===== src/rtl/neotang_clk_pkg.sv =====
// Shared types and 27 MHz default timing for the clock/reset supervisor.
//   state_t : supervisor FSM states
//   DEF_*   : default cycle counts for a 27 MHz clkin
//   max3    : helper used to size the shared down-counter
package neotang_clk_pkg;

  typedef enum logic [2:0] {
    RSTPLL  = 3'd0,
    WAIT    = 3'd1,
    RELEASE = 3'd2,
    RUN     = 3'd3,
    FAULT   = 3'd4
  } state_t;

  localparam int DEF_PLL_RST_CYCLES      = 27;     // 1 us
  localparam int DEF_LOCK_STABLE_CYCLES  = 2700;   // 100 us
  localparam int DEF_LOCK_TIMEOUT_CYCLES = 27000;  // 1 ms
  localparam int DEF_MAX_RETRIES         = 3;
  localparam int DEF_RST_STAGGER_CYCLES  = 16;

  function automatic int max3(input int a, input int b, input int c);
    int m;
    m = (a > b) ? a : b;
    return (m > c) ? m : c;
  endfunction

endpackage


===== src/rtl/sync_2ff.sv =====
// Two-flop vector synchronizer, asynchronous reset to 0.
//   clk, rst : destination clock / async active-high reset
//   d        : asynchronous input vector
//   q        : synchronized output (2 cycles latency)
module sync_2ff #(
  parameter int W = 1
) (
  input  logic         clk,
  input  logic         rst,
  input  logic [W-1:0] d,
  output logic [W-1:0] q
);

  logic [W-1:0] meta;

  always_ff @(posedge clk or posedge rst) begin
    if (rst) begin
      meta <= '0;
      q    <= '0;
    end else begin
      meta <= d;
      q    <= meta;
    end
  end

endmodule


===== src/rtl/pll_lock_supervisor.sv =====
// PLL lock supervisor: pulses PLL resets, waits for stable lock on every PLL,
// releases the per-domain resets in index order and re-sequences on lock loss.
// Runs on the board clock only.
//   clkin, rst        : reference clock, async active-high reset
//   pll_lock_in       : raw lock indicators (asynchronous)
//   clear_status      : clears lock_lost_sticky (a same-cycle set wins)
//   pll_rst           : per-PLL reset
//   domain_rst        : per-domain reset, bit i follows PLL i
//   all_locked, fault : high in RUN / FAULT
//   retry_count       : failed lock attempts since the last RUN
//   lock_lost_sticky  : PLLs that dropped lock during RELEASE/RUN
module pll_lock_supervisor
  import neotang_clk_pkg::*;
#(
  parameter int NUM_PLL             = 2,
  parameter int PLL_RST_CYCLES      = DEF_PLL_RST_CYCLES,
  parameter int LOCK_STABLE_CYCLES  = DEF_LOCK_STABLE_CYCLES,
  parameter int LOCK_TIMEOUT_CYCLES = DEF_LOCK_TIMEOUT_CYCLES,
  parameter int MAX_RETRIES         = DEF_MAX_RETRIES,
  parameter int RST_STAGGER_CYCLES  = DEF_RST_STAGGER_CYCLES
) (
  input  logic                             clkin,
  input  logic                             rst,
  input  logic [NUM_PLL-1:0]               pll_lock_in,
  input  logic                             clear_status,
  output logic [NUM_PLL-1:0]               pll_rst,
  output logic [NUM_PLL-1:0]               domain_rst,
  output logic                             all_locked,
  output logic                             fault,
  output logic [$clog2(MAX_RETRIES+1)-1:0] retry_count,
  output logic [NUM_PLL-1:0]               lock_lost_sticky
);

  // Timeout exceeds the stable window, so the widest load also covers STABLE+1.
  localparam int CW = $clog2(max3(PLL_RST_CYCLES, LOCK_TIMEOUT_CYCLES, RST_STAGGER_CYCLES)) + 1;
  localparam int RW = $clog2(MAX_RETRIES+1);
  localparam int IW = $clog2(NUM_PLL+1);

  localparam logic [CW-1:0] P_LD    = CW'(PLL_RST_CYCLES - 1);
  localparam logic [CW-1:0] T_LD    = CW'(LOCK_TIMEOUT_CYCLES - 1);
  localparam logic [CW-1:0] G_LD    = CW'(RST_STAGGER_CYCLES - 1);
  localparam logic [CW-1:0] S_LD    = CW'(LOCK_STABLE_CYCLES - 1);
  // The first two samples in WAIT still reflect lock as seen while the PLL
  // was held in reset (synchronizer latency), so they are not credited.
  localparam logic [CW-1:0] S_ENTRY = CW'(LOCK_STABLE_CYCLES + 1);
  localparam logic [IW-1:0] N_IDX   = IW'(NUM_PLL);

  logic [NUM_PLL-1:0] lock_s;
  logic               all_s;

  sync_2ff #(.W(NUM_PLL)) u_sync (
    .clk (clkin),
    .rst (rst),
    .d   (pll_lock_in),
    .q   (lock_s)
  );

  assign all_s = &lock_s;

  state_t             state, state_d;
  logic [CW-1:0]      cnt, cnt_d, stab, stab_d;
  logic [IW-1:0]      idx, idx_d;      // number of domain resets released
  logic [RW-1:0]      retry_d;
  logic [NUM_PLL-1:0] lost_set;
  logic [NUM_PLL-1:0] pll_rst_d, dom_d, sticky_d;
  logic               all_locked_d, fault_d;

  // State register
  always_ff @(posedge clkin or posedge rst) begin
    if (rst) begin
      state <= RSTPLL;
      cnt   <= P_LD;
      stab  <= S_ENTRY;
      idx   <= '0;
    end else begin
      state <= state_d;
      cnt   <= cnt_d;
      stab  <= stab_d;
      idx   <= idx_d;
    end
  end

  // Next state
  always_comb begin
    state_d  = state;
    cnt_d    = cnt - 1'b1;
    stab_d   = stab;
    idx_d    = idx;
    retry_d  = retry_count;
    lost_set = '0;
    unique case (state)
      RSTPLL: begin
        if (cnt == '0) begin
          state_d = WAIT;
          cnt_d   = T_LD;
          stab_d  = S_ENTRY;
        end
      end
      WAIT: begin
        stab_d = all_s ? (stab - 1'b1) : S_LD;
        if (all_s && stab == '0) begin
          state_d = RELEASE;
          idx_d   = IW'(1);
          cnt_d   = (NUM_PLL == 1) ? '0 : G_LD;
        end else if (cnt == '0) begin
          retry_d = retry_count + 1'b1;
          cnt_d   = P_LD;
          state_d = (retry_d == RW'(MAX_RETRIES)) ? FAULT : RSTPLL;
        end
      end
      RELEASE: begin
        if (!all_s) begin
          lost_set = ~lock_s;
          state_d  = RSTPLL;
          idx_d    = '0;
          cnt_d    = P_LD;
        end else if (cnt == '0) begin
          if (idx == N_IDX) begin
            state_d = RUN;
          end else begin
            // After the last release, wait one cycle before RUN.
            idx_d = idx + 1'b1;
            cnt_d = (idx_d == N_IDX) ? '0 : G_LD;
          end
        end
      end
      RUN: begin
        if (!all_s) begin
          lost_set = ~lock_s;
          state_d  = RSTPLL;
          idx_d    = '0;
          cnt_d    = P_LD;
        end
      end
      FAULT: begin
        cnt_d = cnt;
        idx_d = '0;
      end
      default: begin
        state_d = RSTPLL;
        cnt_d   = P_LD;
        idx_d   = '0;
      end
    endcase
    if (state_d == RUN) retry_d = '0;
  end

  // Outputs, computed from the next state and registered below
  always_comb begin
    pll_rst_d = {NUM_PLL{(state_d == RSTPLL) || (state_d == FAULT)}};
    dom_d     = '1;
    for (int i = 0; i < NUM_PLL; i++) dom_d[i] = !(IW'(i) < idx_d);
    all_locked_d = (state_d == RUN);
    fault_d      = (state_d == FAULT);
    sticky_d     = (clear_status ? '0 : lock_lost_sticky) | lost_set;
  end

  always_ff @(posedge clkin or posedge rst) begin
    if (rst) begin
      pll_rst          <= '1;
      domain_rst       <= '1;
      all_locked       <= 1'b0;
      fault            <= 1'b0;
      retry_count      <= '0;
      lock_lost_sticky <= '0;
    end else begin
      pll_rst          <= pll_rst_d;
      domain_rst       <= dom_d;
      all_locked       <= all_locked_d;
      fault            <= fault_d;
      retry_count      <= retry_d;
      lock_lost_sticky <= sticky_d;
    end
  end

endmodule


===== config.mk =====
export PLATFORM = sky130hd
export DESIGN_NAME = pll_lock_supervisor
export DESIGN_NICKNAME = d
export VERILOG_FILES = /design/src/rtl/neotang_clk_pkg.sv /design/src/rtl/sync_2ff.sv /design/src/rtl/pll_lock_supervisor.sv
export SDC_FILE = /design/constraint.sdc
export NUM_CORES = 1
export LEC_CHECK = 0
export CAP_MARGIN = 10
export CORE_ASPECT_RATIO = 0.7
export CORE_MARGIN = 1.5
export CORE_UTILIZATION = 37
export CTS_CLUSTER_SIZE = 28
export DETAILED_ROUTE_END_ITERATION = 8
export PLACE_DENSITY = 0.56
export SYNTH_ARGS = -nofsm -noshare
export SYNTH_HDL_FRONTEND = slang
export SYNTH_SLANG_ARGS = --single-unit

===== constraint.sdc =====
create_clock -name clkin -period 3.05 [get_ports clkin]
set_input_delay 0.4575 -clock clkin [delete_from_list [all_inputs] [get_ports clkin]]
set_output_delay 0.4575 -clock clkin [all_outputs]
set_load 0.1 [all_outputs]

# After elaboration in Yosys (flattened, before gate mapping)
# Index checks and enable logic that the tools add are counted.
# Widths: inputs -> output; s select.
# totals
regBits	50
ram_bits	0
latchBits	0
inputBits	5
word_cells	80
rom_bits	0
mem_count	0
# op_classes
eq_ne	11
order_cmp	2
mul	0
div_mod_pow	0
add_sub_neg	4
shift	0
bitwise	2
muxes	34
reduce_logical	15
# op_table
op	count
$mux 16	9
$pmux 16 s5	1
$logic_not 16->1	2
$pmux 16 s2	1
$sub 16x1->16 const B	2
$mux 2	12
$mux 3	8
$pmux 3 s5	1
$eq 3x2->1 const B	3
$pmux 2 s4	1
$eq 2x2->1 const B	3
$eq 3x3->1 const B	2
$logic_not 3->1	2
$reduce_bool 2->1	3
$add 2x1->2 const B	2
$lt 1x2->1 const A	2
$mux 4	1
$ne 2x2->1 const B	2
$reduce_and 2->1	2
$eq 3x1->1 const B	1
$reduce_and 3->1	1
$logic_not 1->1	2
$not 2->2	1
$or 2x2->2	1
3 further kinds	3

# Logic depth before layout (Yosys ltp)
# Gate-level depths: netlist (run 1).
# logic_depth
depth_word	9
depth_mapped	9

# By module
# Synthesis (run 1) repeated with hierarchy kept, for this count alone.
# unflattened
cells_unflattened	328
area_unflattened_um2	2950.3
# modules_own_cells
module	area_each_um2	cells_per_inst	n_inst
pll_lock_supervisor	2846.5	323	1
sync_2ff	103.8	5	1

# Worst setup path before layout (run 1)
# OpenSTA, ideal clock, no wires.
# synth_timing
path_kind	reg-to-reg
start	register cnt[0]
end	register cnt[15]
path_buffers	0
stages_incl_launch_ff	9
required_time_ns	2.932
setup_ns	0.118
arrival_ns	1.929
path_slack_ns	1.003
synth_period_minus_slack_ns	2.047
cell_sequence	dfrtp_1 inv_1 ha_1 nor2b_1 nand3_1 nor4b_2 a2bb2oi_4 o21ai_1 a21o_1
# synth_between
elab_chain_cells	5
word_cells_on_any_way	10
# synth_lines
element	line_no	rtl
start, declared	pll_lock_supervisor.sv:61	logic [CW-1:0] cnt, cnt_d, stab, stab_d;
start signal, assigned	pll_lock_supervisor.sv:77	cnt <= cnt_d;
$sub 16x1->16	pll_lock_supervisor.sv:86	cnt_d = cnt - 1'b1;
$mux 16	pll_lock_supervisor.sv:118	if (idx == N_IDX) begin
$mux 16	pll_lock_supervisor.sv:117	end else if (cnt == '0) begin
$mux 16	pll_lock_supervisor.sv:112	if (!all_s) begin
$pmux 16 s5 *	pll_lock_supervisor.sv:91	unique case (state)
# Mark *: on every way between the ends. The rest lies on a longest branch, timed or not.
# A chain may end at the register's enable or synchronous reset.

# Worst setup path after layout (run 1)
# layout_timing
start	register cnt[0]
end	register cnt[6]
# Same word-level chain as after synthesis.

==> out/results.ini, run 1 <==
[drt]
avgViaCountPerCell=5.55
drc=0
wl_per_cell_um=15.6
drtAntennaViolNets=0
drt-initial-drc-count=174
drt_pass1_iterations=4
num_vias=2382
routed_wl_um=6670

[setup_path]
worstPathRequired_ns=3.25
path_class=reg2reg
startpoint_type=flop
r2r_start=cnt[0]
cp_max_fo=9
rr_worst_depth=8
rrSetupSlack_ns=0.59
crit_path_end_kind=flop
worstPathArrival_ns=2.66
reg2reg_to=cnt[6]

[synth]
synth_warnings=0
syn_area_per_cell_um2=8.97
async_flop_share_pct=100
synth_cell_types=63
synth-main-ff-cell=dfrtp_1
ys_seq_elements=50
synth_area_um2=2880
synth_nets=334
yosysSeqAreaShare_pct=44.0
synthCells=321
synth_edf_count=0

[sta]
final_hold_viol_count=0
setup_violations=0
slew_headroom_pct=53.7
finClkSkew_ns=0.0107
timing.fmax_ghz=0.407
rsz0062_at_grt=no
slew_viol_final=0
post-route-period-util_pct=80.5
timing.setup.tns_ns=0
tightest_slew_ns=0.695
final.min_clock_period_ns=2.46
setup_slack_ns=0.594
holdWs_ns=0.360

[clock_tree]
root_buffer=clkbuf_8
clock-sinks=50
path_clk_slew_ns=0.11
clk-insertion-delay-late_ns=0.32
cts-resized-gates=0
cts_inserted_buffers=5
cts_setup_buffers=0
htreeDepth=2
cts_tree=built
holdBufCountCts=0
clk_path_buf_depth=2

[finish]
nFillCells=744
multi_input_area_um2=1490
regArea_um2=1270
drive_above_1_share_pct=15.1
insertedDiodeCount=0
final_net_count=343
area_growth_pct=10.4

[placed_design]
hpwl_um=4650
io_buffers=14
place_ws_ns=0.665
place_congestion=0.882

[die]
die_y_um=76.8
die_x_um=108
initial_core_util_pct=38.8
num_io_pins=15
dieArea_um2=8330
row_count=26
core_area_um2=7420

[grt]
grtUsageTotal_pct=17.3
grt_pass1_vias=2206
antenna_found_initial=0
grt_remaining_overflow=0
grt_max_degree=51
grt_pass1_wl_um=11200

[min_path]
worstHoldEndpoint=u_sync.q[1]
hold_path_class=reg2reg
worstHoldStart=u_sync.meta[1]
min_path_cells=0

[run]
drv_cap=0

[status]
outcome=finished clean

[power]
peakVddDrop_v=0.000174
powerDensity_nw_per_um2=357
p_leak_uw=0.00130

power by group:
group	switching [uW]	internal [uW]	total (uW)
clock network	255	171	426
registers	3.25	668	671
logic	25.3	12.9	38.1
total	284	852	1140
through the flow:
step / util (%) / power, uW / instances / cell area, um^2
3_5_place_dp: 41.6 / 723 / 421 / 3080
5_1_grt: 42.9 / 1180 / 429 / 3180
2_1_floorplan: - / 705 / 321 / 2880
4_1_cts: 42.9 / 1150 / 429 / 3180
6_report: 42.9 / 1140 / 429 / 3180
3_3_place_gp: 41.6 / 723 / 421 / 3080
per-layer routing:
layer  vias up  share of wire [%]  track usage (%)  routed length, um
met5         -                  0                0                  0
met4         0                1.6             6.84                104
met3         9                5.4             3.57                362
met2        58                 38             21.8               2520
met1      1135                 55             27.7               3690
li1       1180                  -                -                  -
synthesized netlist by cell type, types with 4 or more instances:
library cell,count,area [um^2]
or3_1,11,68.8
xnor2_1,4,35.0
o21ai_0,24,120
nor4_1,7,43.8
nor2_1,29,109
inv_1,13,48.8
a21o_1,5,37.5
nand2_1,34,128
clkbuf_1,9,33.8
dfrtp_1,38,951
o21ai_1,11,55.1
buf_2,4,20.0
nor3_1,12,60.1
a21oi_1,19,95.1
or4_1,4,30.0
dfstp_2,12,315
ha_1,8,100
a31oi_1,4,25.0
nand3_1,11,55.1
o31ai_1,4,30.0
critical path, stage by stage, from the launching register on:
cell and delay (ns):
dfrtp_1 0.42, inv_1 0.11, ha_1 0.15, nor2b_1 0.25
nand3_1 0.19, nor4b_2 0.59, o2bb2ai_2 0.27, a22oi_1 0.26
o21ai_1 0.10
flip-flops by register name, indices dropped and copies added (netlist names):
signal            flops
u_sync.q              2
lock_lost_sticky      2
domain_rst            2
idx                   2
state                 3
u_sync.meta           2
retry_count           2
pll_rst               1
cnt                  16
stab                 16
fault                 1
all_locked            1
cell families (layout without fill, tap and decap cells):
| family | count (synthesis) | after routing | synth area share [%] |
|---|---|---|---|
| simple gates | 135 | 135 | 25.1 |
| xor+xnor | 5 | 5 | 1.52 |
| buf+inv | 29 | 39 | 4.34 |
| flops | 50 | 50 | 44.0 |
| fa+ha+maj | 8 | 8 | 3.48 |
| mux | 2 | 2 | 0.695 |
| compound gates | 92 | 92 | 20.9 |
worst max-delay path by stage:
| stage | cells after the start | slack [ns] | startpoint | to |
|---|---|---|---|---|
| CTS | 8 | 0.66 | cnt[0] | cnt[5] |
| detailed placement | 8 | 0.67 | cnt[0] | cnt[5] |
| global placement | 8 | 0.70 | cnt[0] | cnt[6] |
| floorplan | 8 | 1.00 | cnt[0] | cnt[15] |
| finish | 8 | 0.59 | cnt[0] | cnt[6] |
| global route | 8 | 0.40 | cnt[0] | cnt[5] |
final cells by class:
type	count	area share (%)
clock buffers	5	2.16
clock inverters	3	0.826
inverters	13	1.53
multi-input cells	242	46.8
flip-flops and latches	50	39.8
well taps	98	3.86
repair buffers	18	4.96
placed cells by master, fill, tap and decap left out, types with 7 or more instances in the layout:
cell type	netlist	routed
dfrtp_1	38	38
inv_1	13	12
ha_1	8	8
nand3_1	11	11
nor2_1	29	29
or3_1	11	11
nand2_1	34	34
buf_4	1	13
o21ai_0	24	24
o21ai_1	11	11
dfstp_2	12	12
nor3_1	12	12
a21oi_1	19	19
nor4_1	7	7
Note: power is estimated with default switching activity, not from simulation.
==> inputs of run 2 (changes only) <==
--- a/config.mk
+++ b/config.mk
@@ -11,7 +11,7 @@
 export CORE_UTILIZATION = 37
 export CTS_CLUSTER_SIZE = 28
 export DETAILED_ROUTE_END_ITERATION = 8
-export PLACE_DENSITY = 0.56
+export PLACE_DENSITY = 0.58
 export SYNTH_ARGS = -nofsm -noshare
 export SYNTH_HDL_FRONTEND = slang
 export SYNTH_SLANG_ARGS = --single-unit
==> constraint.sdc (replaced) <==
create_clock -name clkin -period 2.1 [get_ports clkin]
set_input_delay 0.315 -clock clkin [delete_from_list [all_inputs] [get_ports clkin]]
set_output_delay 0.315 -clock clkin [all_outputs]
set_load 0.1 [all_outputs]
==> out/results.ini, run 2 (synthesized netlist as in run 1, its figures left out) <==
[status]
outcome=finished clean  ; unchanged

[drt]
num_vias=2656  ; was 2,382
drt-initial-drc-count=233  ; was 174
drt_pass1_iterations=5  ; was 4
drc=0  ; unchanged
routed_wl_um=7600  ; was 6670 um
avgViaCountPerCell=5.54  ; was 5.55
drtAntennaViolNets=0  ; unchanged
wl_per_cell_um=15.9  ; was 15.6 um

[clock_tree]
cts_tree=built  ; unchanged
holdBufCountCts=0  ; unchanged
htreeDepth=2  ; unchanged
clock-sinks=50  ; unchanged
path_clk_slew_ns=0.10  ; was 0.11 ns
clk_path_buf_depth=2  ; unchanged
cts_inserted_buffers=5  ; unchanged
root_buffer=clkbuf_8  ; unchanged
clk-insertion-delay-late_ns=0.30  ; was 0.32 ns

[grt]
grt_max_degree=51  ; unchanged
grt_pass1_vias=2461  ; was 2,206
grt_pass1_wl_um=12500  ; was 11,200 um
grtUsageTotal_pct=18.9  ; was 17.3%
grt_remaining_overflow=0  ; unchanged
antenna_found_initial=0  ; unchanged

[setup_path]
crit_family=simple AND/OR/NAND/NOR gates  ; unchanged
crit_slowest_cell=dfstp_2  ; was nor4b_2
path_class=reg2reg  ; unchanged
crit_path_end_kind=flop  ; unchanged
startpoint_type=flop  ; unchanged
cp_cell_sequence=inv_1 > buf_4 > ha_4 > nor2b_4 > buf_6 > nand4b_4 > or2_4 > o2bb2ai_4 > o221ai_2 > o211ai_1  ; was inv_1 > ha_1 > nor2b_1 > nand3_1 > nor4b_2 > o2bb2ai_2 > a22oi_1 > o21ai_1
worstPathRequired_ns=2.28  ; was 3.25 ns
worstPathArrival_ns=2.26  ; was 2.66 ns
critical_path.max_stage_delay_ns=0.38  ; was 0.59 ns
critPathBufInv=3  ; was 1
cp_max_fo=6  ; was 9

[placed_design]
io_buffers=14  ; unchanged
hpwl_um=5300  ; was 4650 um
place_area_um2=3390  ; was 3080 um^2
dp.cells=462  ; was 421
place_congestion=0.889  ; was 0.882

[sta]
setup_violations=0  ; unchanged
timing.setup.tns_ns=0  ; unchanged
final_hold_viol_count=0  ; unchanged
post-route-period-util_pct=99.2  ; was 80.5%
final.min_clock_period_ns=2.08  ; was 2.46 ns
rsz0062_at_grt=yes  ; was no
slew_viol_final=0  ; unchanged
tightest_slew_ns=0.752  ; was 0.695 ns
slew_headroom_pct=49.9  ; was 53.7%
timing.fmax_ghz=0.480  ; was 0.407 GHz
finClkSkew_ns=0.00991  ; was 0.0107 ns

[die]
dieArea_um2=8330  ; unchanged
row_count=26  ; unchanged
core_area_um2=7420  ; unchanged
die_y_um=76.8  ; unchanged
die_x_um=108  ; unchanged
num_io_pins=15  ; unchanged
initial_core_util_pct=38.8  ; unchanged

[finish]
final_cells=479  ; was 429
reg.largest.list=cnt x16, stab x16, state x3  ; unchanged
area_growth_pct=29.5  ; was 10.4%
drive_above_1_share_pct=32.3  ; was 15.1%
mostFrequentLayoutCell=buf_4  ; was dfrtp_1
insertedDiodeCount=0  ; unchanged
multi_input_area_um2=1670  ; was 1490 um^2
nFillCells=693  ; was 744
layout_common_cells=buf_4, dfrtp_1, nand2_1, nor2_1, o21ai_0  ; was dfrtp_1, nand2_1, nor2_1, o21ai_0, a21oi_1
fin_util_pct=50.3  ; was 42.9%
final_net_count=393  ; was 343
final_area_um2=3730  ; was 3180 um^2
regArea_um2=1270  ; unchanged

[run]
drv_cap=0  ; unchanged

[power]
totalPowerFinal_uw=1620  ; was 1140 uW
p_leak_uw=0.00156  ; was 0.00130 uW
powerDensity_nw_per_um2=434  ; was 357 nW/um^2
peakVddDrop_v=0.000310  ; was 0.000174 V

[min_path]
hold_path_class=reg2reg  ; unchanged

==> run 2: changes by cell type in the layout (fill, tap and decap cells not counted), sizes merged <==
| cell | before | now |
|---|---|---|
| buf | 14 | 62 |
| a2bb2oi | 1 | 2 |
| inv | 16 | 14 |
| clkinvlp | 0 | 2 |
| o2bb2ai | 1 | 2 |
==> run 2: where the power goes <==
part | internal, uW | switching (uW) | leakage, uW
Combinational | 21.4 | 38.6 | 0.000920
Clock | 239 | 345 | 0.0000408
Sequential | 970 | 3.88 | 0.000601
Total | 1230 | 388 | 0.00156
==> run 2: final cells by class <==
cell class                 count  share of cell area, %
inverter                      13                   1.31
sequential                    50                   33.9
clock buffer                   5                   1.85
multi-input combinational    244                   44.8
clock inverter                 3                  0.637
tap                           98                   3.29
timing repair buffer          66                   14.2
==> run 2: per-stage QoR <==
step	worst slack, ns	hold slack [ns]
after floorplan	0.0527	0.331
after global placement	-0.0298	0.336
after detailed placement	-0.107	0.341
after CTS	-0.0226	0.365
after global routing	-0.0832	0.381
final	0.0177	0.362
==> run 2: final timing paths <==
path,end,slack (ns),depth (start not counted),start
max in group asynchronous,domain_rst[0],1.44,3,rst
worst min-delay path,u_sync.q[1],0.36,0,u_sync.meta[1]
worst max-delay path,cnt[5],0.02,10,cnt[1]
worst max register to register,cnt[5],0.02,10,cnt[1]
worst min register to register,u_sync.q[1],0.36,0,u_sync.meta[1]
min in group asynchronous,cnt[2],0.37,3,rst
==> run 2: layer usage <==
metal  part of all wire [%]  wire length (um)  track usage [%]  up-vias
li1                       -                 -                -     1286
met1                     53              4000             31.2     1279
met2                     40              3030             24.6       81
met3                    6.7               506             3.57       10
met4                   0.79                60             4.08        0
met5                      0                 0                0        -
==> run 2: what timing repair did <==
item                                    4_1_cts  5_1_grt
pin swaps                                     4       20
buffers inserted                              3        4
endpoints found under the setup margin       25       35
hold endpoints to repair                      0        0
gates resized for setup                       7       26
cloned                                        1        1
==> inputs of run 3 (changes only) <==
--- a/config.mk
+++ b/config.mk
@@ -12,6 +12,7 @@
 export CTS_CLUSTER_SIZE = 28
 export DETAILED_ROUTE_END_ITERATION = 8
 export PLACE_DENSITY = 0.58
+export RECOVER_POWER = 25
 export SYNTH_ARGS = -nofsm -noshare
 export SYNTH_HDL_FRONTEND = slang
 export SYNTH_SLANG_ARGS = --single-unit
==> out/results.ini, run 3 (synthesized netlist as in run 1, its figures left out) <==
[status]
outcome=finished clean  ; unchanged

[setup_path]
startpoint_type=flop  ; unchanged
critical_path.max_stage_delay_ns=0.38  ; about the same
crit_family=simple AND/OR/NAND/NOR gates  ; unchanged
cp_max_fo=6  ; unchanged
worstPathArrival_ns=2.26  ; about the same
crit_slowest_cell=dfstp_2  ; unchanged
critPathBufInv=3  ; unchanged
crit_path_end_kind=flop  ; unchanged
path_class=reg2reg  ; unchanged
cp_cell_sequence=inv_1 > buf_4 > ha_4 > nor2b_4 > buf_6 > nand4b_4 > or2_4 > o2bb2ai_4 > o221ai_2 > o211ai_1  ; unchanged
worstPathRequired_ns=2.28  ; about the same
rrSetupSlack_ns=0.02  ; about the same

[power]
seq_power_share_pct=60.3  ; was 60.2%
totalPowerFinal_uw=1610  ; was 1620 uW
comb_power_share_pct=3.4  ; was 3.7%
clockPowerShare_pct=36.3  ; was 36.1%
power_switching_uw=388  ; about the same
p_int_uw=1230  ; about the same
p_leak_uw=0.00155  ; was 0.00156 uW
powerDensity_nw_per_um2=435  ; was 434 nW/um^2
peakVddDrop_v=0.000311  ; was 0.000310 V
switching_share_pct=24.0  ; about the same

[sta]
slew_headroom_pct=18.4  ; was 49.9%
final.min_clock_period_ns=2.08  ; about the same
holdWs_ns=0.363  ; was 0.362 ns
tightest_slew_ns=1.22  ; was 0.752 ns
setup_violations=0  ; unchanged
finClkSkew_ns=0.00966  ; was 0.00991 ns
setup_slack_ns=0.0159  ; was 0.0177 ns
timing.fmax_ghz=0.480  ; about the same
rsz0062_at_grt=yes  ; unchanged
slew_viol_final=0  ; unchanged
post-route-period-util_pct=99.2  ; about the same
timing.setup.tns_ns=0  ; unchanged
final_hold_viol_count=0  ; unchanged

[clock_tree]
clock-sinks=50  ; unchanged
clk_path_buf_depth=2  ; unchanged
cts_inserted_buffers=5  ; unchanged
clk-insertion-delay-late_ns=0.30  ; about the same
root_buffer=clkbuf_8  ; unchanged
holdBufCountCts=0  ; unchanged
cts_tree=built  ; unchanged
path_clk_slew_ns=0.10  ; about the same
htreeDepth=2  ; unchanged

[die]
dieArea_um2=8330  ; unchanged
die_y_um=76.8  ; unchanged
num_io_pins=15  ; unchanged
initial_core_util_pct=38.8  ; unchanged
die_x_um=108  ; unchanged
core_area_um2=7420  ; unchanged
row_count=26  ; unchanged

[placed_design]
dp.cells=462  ; unchanged
io_buffers=14  ; unchanged
place_congestion=0.889  ; unchanged
place_ws_ns=-0.107  ; unchanged
hpwl_um=5300  ; unchanged

[finish]
insertedDiodeCount=0  ; unchanged
layout_common_cells=buf_4, dfrtp_1, nand2_1, nor2_1, o21ai_0  ; unchanged
final_cells=479  ; unchanged
final_net_count=393  ; unchanged
area_growth_pct=29.0  ; was 29.5%
drive_above_1_share_pct=32.0  ; was 32.3%
reg.largest.list=cnt x16, stab x16, state x3  ; unchanged
mostFrequentLayoutCell=buf_4  ; unchanged

[grt]
grt_pass1_vias=2461  ; unchanged
top_usage_layer=met1  ; unchanged
grt_use_met1_pct=31.2  ; unchanged
met2_usage_pct=24.6  ; unchanged
grt_max_degree=51  ; unchanged
grt_pass1_wl_um=12500  ; unchanged
antenna_found_initial=0  ; unchanged
grt_remaining_overflow=0  ; unchanged
grtUsageTotal_pct=18.9  ; unchanged
gr-usage-met3_pct=3.57  ; unchanged

[drt]
drtAntennaViolNets=0  ; unchanged
drt-initial-drc-count=243  ; was 233
wl_per_cell_um=15.8  ; was 15.9 um
num_vias=2648  ; was 2,656
drc=0  ; unchanged
routed_wl_um=7570  ; was 7600 um
drt_pass1_iterations=5  ; unchanged
avgViaCountPerCell=5.53  ; was 5.54

[run]
drv_cap=0  ; unchanged

[min_path]
hold_path_class=reg2reg  ; unchanged

-- run 3: stage by stage --
stage	utilization, %	cell area (um^2)
3_3_place_gp	45.7	3390
3_5_place_dp	45.7	3390
6_report	50.1	3710
2_1_floorplan	-	2880
4_1_cts	48.0	3560
5_1_grt	50.1	3710
-- run 3: power groups by stage --
stage	logic, uW	registers, uW	clock network [uW]
final	54.7	974	586
after global routing	63.2	975	643
after CTS	59.2	975	601
after detailed placement	59.3	992	0
after global placement	59.2	992	0
after floorplan	32.1	991	0
-- run 3: repair_timing --
item,4_1_cts,5_1_grt
endpoints found under the setup margin,25,35
cloned,1,1
setup buffers,3,4
pin swaps,4,20
resized for setup,7,26
-- run 3: path summary, 6_finish.rpt --
check / start / to / cells past startpoint
setup / recovery: cnt[1] / cnt[5] / 10
max in group asynchronous: rst / retry_count[0] / 3
hold reg to reg: u_sync.meta[1] / u_sync.q[1] / 0
min in group asynchronous: rst / cnt[2] / 3
hold / removal: u_sync.meta[1] / u_sync.q[1] / 0
setup reg to reg: cnt[1] / cnt[5] / 10
-- run 3: cell type report --
class / instances / area (um^2)
tap: 98 / 123
multi-input combinational: 244 / 1670
timing repair buffer: 66 / 514
clock buffer: 5 / 68.8
clock inverter: 3 / 23.8
sequential: 50 / 1270
fill: 694 / 3700
inverter: 13 / 48.8
-- run 3: layer usage --
metal / routed length [um] / vias up
met2: 3030 / 84
met5: 0 / -
met3: 487 / 10
met4: 70 / 0
li1: - / 1282
met1: 3990 / 1272
